<file path="src/rtl/ics_if_pkg.sv">
// Shared types, default widths and helpers for the ICS poll scheduler.
package ics_if_pkg;

  localparam int unsigned DEF_NUM_CH = 4;
  localparam int unsigned DEF_CH_W   = 2;
  localparam int unsigned DEF_TMO_W  = 16;
  localparam int unsigned DEF_CNT_W  = 8;

  typedef enum logic [1:0] {
    StIdle  = 2'd0,
    StIssue = 2'd1,
    StWait  = 2'd2
  } state_e;

  // Increment v, holding at the all-ones value of a w-bit counter (w <= 32).
  function automatic logic [31:0] sat_inc(input logic [31:0] v, input int unsigned w);
    logic [31:0] max_v;
    max_v = (w >= 32) ? 32'hFFFF_FFFF : ((32'd1 << w) - 32'd1);
    return (v == max_v) ? v : v + 32'd1;
  endfunction

endpackage

</file>
<file path="src/rtl/ics_ch_picker.sv">
// Finds the lowest set mask bit strictly above cur_i, or the lowest set bit at all
// when from_start_i is high.
module ics_ch_picker #(
  parameter int unsigned NUM_CH = 4,
  parameter int unsigned CH_W   = 2
) (
  input  logic [NUM_CH-1:0] mask_i,
  input  logic [CH_W-1:0]   cur_i,
  input  logic              from_start_i,
  output logic [CH_W-1:0]   next_o,
  output logic              found_o
);

  always_comb begin
    found_o = 1'b0;
    next_o  = '0;
    for (int i = 0; i < int'(NUM_CH); i++) begin
      if (!found_o && mask_i[i] && (from_start_i || i > int'(cur_i))) begin
        found_o = 1'b1;
        next_o  = CH_W'(i);
      end
    end
  end

endmodule

</file>
<file path="src/rtl/ics_poll_scheduler.sv">
// Per-tick poll frame sequencer: one request per enabled channel, with per-transaction
// timeout and saturating timeout/overrun status counters.
module ics_poll_scheduler
  import ics_if_pkg::*;
#(
  parameter int unsigned NUM_CH = DEF_NUM_CH,
  parameter int unsigned CH_W   = DEF_CH_W,
  parameter int unsigned TMO_W  = DEF_TMO_W,
  parameter int unsigned CNT_W  = DEF_CNT_W
) (
  input  logic              ap_clk,
  input  logic              ap_rst_n,
  input  logic              tick_i,
  input  logic              enable_i,
  input  logic [NUM_CH-1:0] ch_mask_i,
  input  logic [TMO_W-1:0]  timeout_i,
  output logic              req_valid_o,
  output logic [CH_W-1:0]   req_ch_o,
  input  logic              req_ready_i,
  input  logic              done_i,
  output logic              busy_o,
  output logic              frame_done_o,
  output logic [CNT_W-1:0]  timeout_cnt_o,
  output logic [CNT_W-1:0]  overrun_cnt_o,
  input  logic              clear_i
);

  state_e             state_q;
  logic [NUM_CH-1:0]  mask_q;
  logic [CH_W-1:0]    ch_q;
  logic [TMO_W-1:0]   tmo_q;
  logic               tmo_en_q;
  logic [CNT_W-1:0]   timeout_cnt_q;
  logic [CNT_W-1:0]   overrun_cnt_q;

  logic [NUM_CH-1:0]  pick_mask;
  logic               pick_start;
  logic [CH_W-1:0]    pick_idx;
  logic               pick_found;

  logic               tmo_expire;
  logic               txn_end;
  logic               frame_start;
  logic               timeout_inc;
  logic               overrun_inc;

  // One picker serves both frame start (live mask, from -1) and advance (latched mask).
  always_comb begin
    pick_start = (state_q == StIdle);
    pick_mask  = pick_start ? ch_mask_i : mask_q;
  end

  ics_ch_picker #(
    .NUM_CH (NUM_CH),
    .CH_W   (CH_W)
  ) u_picker (
    .mask_i       (pick_mask),
    .cur_i        (ch_q),
    .from_start_i (pick_start),
    .next_o       (pick_idx),
    .found_o      (pick_found)
  );

  always_comb begin
    tmo_expire  = tmo_en_q && (tmo_q == TMO_W'(1));
    txn_end     = (state_q == StWait) && (done_i || tmo_expire);
    frame_start = (state_q == StIdle) && tick_i && enable_i && (|ch_mask_i);
    timeout_inc = (state_q == StWait) && tmo_expire && !done_i;
    overrun_inc = tick_i && (state_q != StIdle);
  end

  always_ff @(posedge ap_clk or negedge ap_rst_n) begin
    if (!ap_rst_n) begin
      state_q  <= StIdle;
      mask_q   <= '0;
      ch_q     <= '0;
      tmo_q    <= '0;
      tmo_en_q <= 1'b0;
    end else begin
      case (state_q)
        StIdle: begin
          if (frame_start) begin
            mask_q  <= ch_mask_i;
            ch_q    <= pick_idx;
            state_q <= StIssue;
          end
        end
        StIssue: begin
          // Request is held regardless of enable_i until the engine takes it.
          if (req_ready_i) begin
            tmo_q    <= timeout_i;
            tmo_en_q <= |timeout_i;
            state_q  <= StWait;
          end
        end
        StWait: begin
          if (txn_end) begin
            if (enable_i && pick_found) begin
              ch_q    <= pick_idx;
              state_q <= StIssue;
            end else begin
              state_q <= StIdle;
            end
          end else if (tmo_q != '0) begin
            tmo_q <= tmo_q - TMO_W'(1);
          end
        end
        default: state_q <= StIdle;
      endcase
    end
  end

  always_ff @(posedge ap_clk or negedge ap_rst_n) begin
    if (!ap_rst_n) begin
      timeout_cnt_q <= '0;
      overrun_cnt_q <= '0;
    end else if (clear_i) begin
      timeout_cnt_q <= '0;
      overrun_cnt_q <= '0;
    end else begin
      if (timeout_inc) timeout_cnt_q <= CNT_W'(sat_inc(32'(timeout_cnt_q), CNT_W));
      if (overrun_inc) overrun_cnt_q <= CNT_W'(sat_inc(32'(overrun_cnt_q), CNT_W));
    end
  end

  // frame_done_o marks the WAIT cycle that closes the last transaction, so busy_o is
  // still high there and a coincident tick is counted as an overrun.
  assign frame_done_o  = txn_end && enable_i && !pick_found;
  assign busy_o        = (state_q != StIdle);
  assign req_valid_o   = (state_q == StIssue);
  assign req_ch_o      = ch_q;
  assign timeout_cnt_o = timeout_cnt_q;
  assign overrun_cnt_o = overrun_cnt_q;

endmodule

</file>
<file path="config.mk">
export PLATFORM = sky130hd
export DESIGN_NAME = ics_poll_scheduler
export DESIGN_NICKNAME = d
export VERILOG_FILES = /design/src/rtl/ics_if_pkg.sv /design/src/rtl/ics_ch_picker.sv /design/src/rtl/ics_poll_scheduler.sv
export SDC_FILE = /design/constraint.sdc
export NUM_CORES = 1
export LEC_CHECK = 0
export CAP_MARGIN = 10
export CELL_PAD_IN_SITES_DETAIL_PLACEMENT = 1
export CELL_PAD_IN_SITES_GLOBAL_PLACEMENT = 2
export CORE_UTILIZATION = 28
export DETAILED_ROUTE_END_ITERATION = 8
export PLACE_DENSITY = 0.81
export SLEW_MARGIN = 0
export SYNTH_ARGS = -nofsm -noshare
export SYNTH_HDL_FRONTEND = slang
export SYNTH_SLANG_ARGS = --single-unit
</file>
<file path="constraint.sdc">
create_clock -name ap_clk -period 2.4 [get_ports ap_clk]
set_input_delay 0.24 -clock ap_clk [delete_from_list [all_inputs] [get_ports ap_clk]]
set_output_delay 0.24 -clock ap_clk [all_outputs]
set_load 0.005 [all_outputs]
</file>
==> out/summary.txt <==
post-synth top area share: 41.3%
drt first pass iters: 4
First DRT Iteration DRCs: 75
final instance area: 3270 um2
post-DR wirelength/cell: 16.1 um
Yosys cell types: 54
WS Path Type: flop to flop
Worst Hold Class: input pin to asynchronous set/reset pin
Clock Path Buffers: 2
Final period util: 95.5%
critical path startpoint category: flop
GRT Util Overall: 16.6%
Sequential Power Share: 35.0%
syn_nets: 308
most frequent cells in the layout: clkdlybuf4s50_1 (45), dfrtp_1 (40), nor2_1 (39), o21ai_0 (25), buf_4 (24)
clock-pin slew on the worst setup and hold paths: 90 ps
clk_skew: 7.13 ps
nets: 373
total chip power: 3100 uW
ranking of synthesized cells by area: dfrtp_1 (41%), nor2_1 (6.0%), o21ai_0 (5.2%), a21oi_1 (3.7%), nor4_1 (2.8%)
die width: 95.0 um
measured slew at the worst slew-check pin: 975 ps
Routed Antenna Nets: 0
Final setup viols: 0
cell taking the most area after synthesis: dfrtp_1
Post-synth EDFFs: 0
dpl hpwl: 5250 um
CP endpoint: req_ch_o[1]$_DFFE_PN0P_
slew margin rel.: 35.0%
drc violations: 0
number of synthesized register bits: 40
Crit Path Max Fanout: 2
Net Sw Frac: 41.5%
pre-CTS setup slack: -174 ps
PnR worst setup slack: 108 ps
R2R depth: 7
die area: 9030 um2
Leak: 0.00132 uW
clk sinks: 40
Worst EP required: 2620 ps
status: finished, final reports clean
Fin. Hold Viols: 0
clock share of power: 15.9%
via count: 2379
Row Count: 33
worst r2r src: tmo_q[10]$_DFFE_PN0P_
GRT Residual Overflow: 0
Worst-Skew Late Latency: 300 ps
Root Buffer: clkbuf_8
WP data arrival: 2510 ps
Netlist Area Pre-Place: 2420 um2
Port Buffer Count: 47
Final Util: 39.3%
Chip Height: 95.0 um
synth-to-layout area growth: 34.7%
CTS Hold Bufs: 0
RR Endpoint: req_ch_o[1]$_DFFE_PN0P_
YS warnings: 0
fraction of registers with async set/reset: 100%
Max Fclk: 0.436 GHz
internal cell power: 1820 uW
Initial Utilization: 29.2%
Slew Limit Fails: 0
initial antenna violation count: 0
most common cell after layout, fill and taps aside: clkdlybuf4s50_1
TritonCTS buffer count: 5
num ports: 48
vias in the first global route: 2376
RSZ-0062 raised after global routing: true
GP Congestion: 0.854
Synth Instances: 277
worst reg2reg setup slack: 110 ps
number of max-cap violations: 0
Worst VDD drop: 0.000350 V
crit path from: tmo_q[10]$_DFFE_PN0P_
H-tree depth: 2
fin crit period: 2290 ps
Diodes inserted: 0
net switching power: 1290 uW
dpl cell area: 3120 um2
Pwr per Cell Area: 951 nW/um2
Comb pwr share: 49.1%
CP endpoint kind: flop
first-pass GRT wire length: 11600 um
Post-Route WL: 7240 um
layout cells sized above 1: 14.3%
post-synthesis sequential area ratio: 41.3%
largest net degree at the start of global routing: 41
top_reg_cell synth: dfrtp_1
drt via density: 5.31
CTS tree: yes
core area: 8300 um2
syn_area_per_cell: 8.75 um2
-- how the worst min path moves through the flow --
stage | start | endpoint | slack [ps] | cells after the start
floorplan | ap_rst_n | mask_q[1]$_DFFE_PN0P_ | -60 | 0
detailed placement | ap_rst_n | tmo_q[0]$_DFFE_PN0P_ | 440 | 1
CTS | ap_rst_n | req_ch_o[1]$_DFFE_PN0P_ | 110 | 1
global placement | ap_rst_n | tmo_q[4]$_DFFE_PN0P_ | 430 | 1
finish | ap_rst_n | req_ch_o[1]$_DFFE_PN0P_ | 100 | 1
global route | ap_rst_n | timeout_cnt_o[5]$_DFFE_PN0P_ | 150 | 1
-- synth_stat cells (2+ instances only) --
| library cell | count |
|---|---|
| a21oi_1 | 18 |
| a22o_1 | 3 |
| a22oi_1 | 3 |
| a31oi_1 | 4 |
| and2_1 | 3 |
| and3_1 | 2 |
| and4_1 | 2 |
| clkbuf_1 | 11 |
| dfrtp_1 | 40 |
| ha_1 | 4 |
| inv_1 | 9 |
| mux2i_1 | 5 |
| nand2_1 | 13 |
| nand2b_1 | 2 |
| nand3_1 | 10 |
| nand4_1 | 5 |
| nor2_1 | 39 |
| nor2b_1 | 3 |
| nor3_1 | 12 |
| nor4_1 | 11 |
| o21a_1 | 2 |
| o21ai_0 | 25 |
| o21bai_1 | 2 |
| o22ai_1 | 2 |
| o2bb2ai_1 | 2 |
| o31ai_1 | 3 |
| or3_1 | 3 |
| or4_1 | 3 |
| xnor2_1 | 5 |
| xor2_1 | 7 |
-- per-layer routing --
| metal | track usage (%) | vias up | part of all wire (%) |
|---|---|---|---|
| li1 | - | 1154 | - |
| met1 | 21.9 | 1158 | 48 |
| met2 | 27.3 | 57 | 46 |
| met3 | 3.59 | 10 | 4.6 |
| met4 | 4.42 | 0 | 1.5 |
| met5 | 0 | - | 0 |
-- flip-flops by register name, summed over array words and instances (netlist names) --
register / count
timeout_cnt_o: 8
tmo_q: 16
state_q: 2
mask_q: 3
tmo_en_q: 1
req_ch_o: 2
overrun_cnt_o: 8
-- worst max-delay path, stage by stage (launching register included) --
cell	delay, ps
dfrtp_1	400
or4_4	540
nor4_4	310
a21oi_2	110
buf_4	160
a2111oi_4	330
buf_4	190
mux2i_2	200
-- area by class of cell --
type / instances / area, um2
Clock inverter: 2 / 15.0
Multi-Input combinational cell: 215 / 1360
Tap cell: 105 / 131
Inverter: 9 / 33.8
Clock buffer: 6 / 82.6
Fill cell: 994 / 5030
Timing Repair Buffer: 71 / 641
Sequential cell: 40 / 1000
-- cells by family (layout without fill, tap and decap cells) --
logic type | after synthesis | after routing | share of synthesized area [%]
AOI/OAI and AO/OA | 78 | 78 | 21.5
xor gates and xnor gates | 12 | 12 | 4.34
adders and majority gates | 4 | 4 | 2.07
buffers and inverters | 22 | 88 | 3.46
DFF | 40 | 40 | 41.3
muxes | 6 | 6 | 2.68
and+or+nand+nor | 115 | 115 | 24.7
-- per-stage QoR --
stage                     setup TNS [ps]  cells  hold WS [ps]
after floorplan                        0    277         -55.6
after global placement              -129    436           435
after detailed placement            -174    436           442
after CTS                              0    446           115
after global routing               -10.9    448           147
final                                  0    448          98.3
-- power by group through the flow --
stage	Sequential (uW)	Combinational (uW)	Clock, uW
floorplan	1060	898	0
global placement	1080	1470	0
detailed placement	1100	1490	0
CTS	1080	1510	518
global route	1120	1680	545
finish	1090	1520	493
-- timing repair --
item | 4_1_cts | 5_1_grt
pin swaps | 3 | 3
endpoints found under the setup margin | 1 | 2
setup buffers | 2 | 2
gates resized for setup | 3 | 5
(Power assumes the default switching activity.)
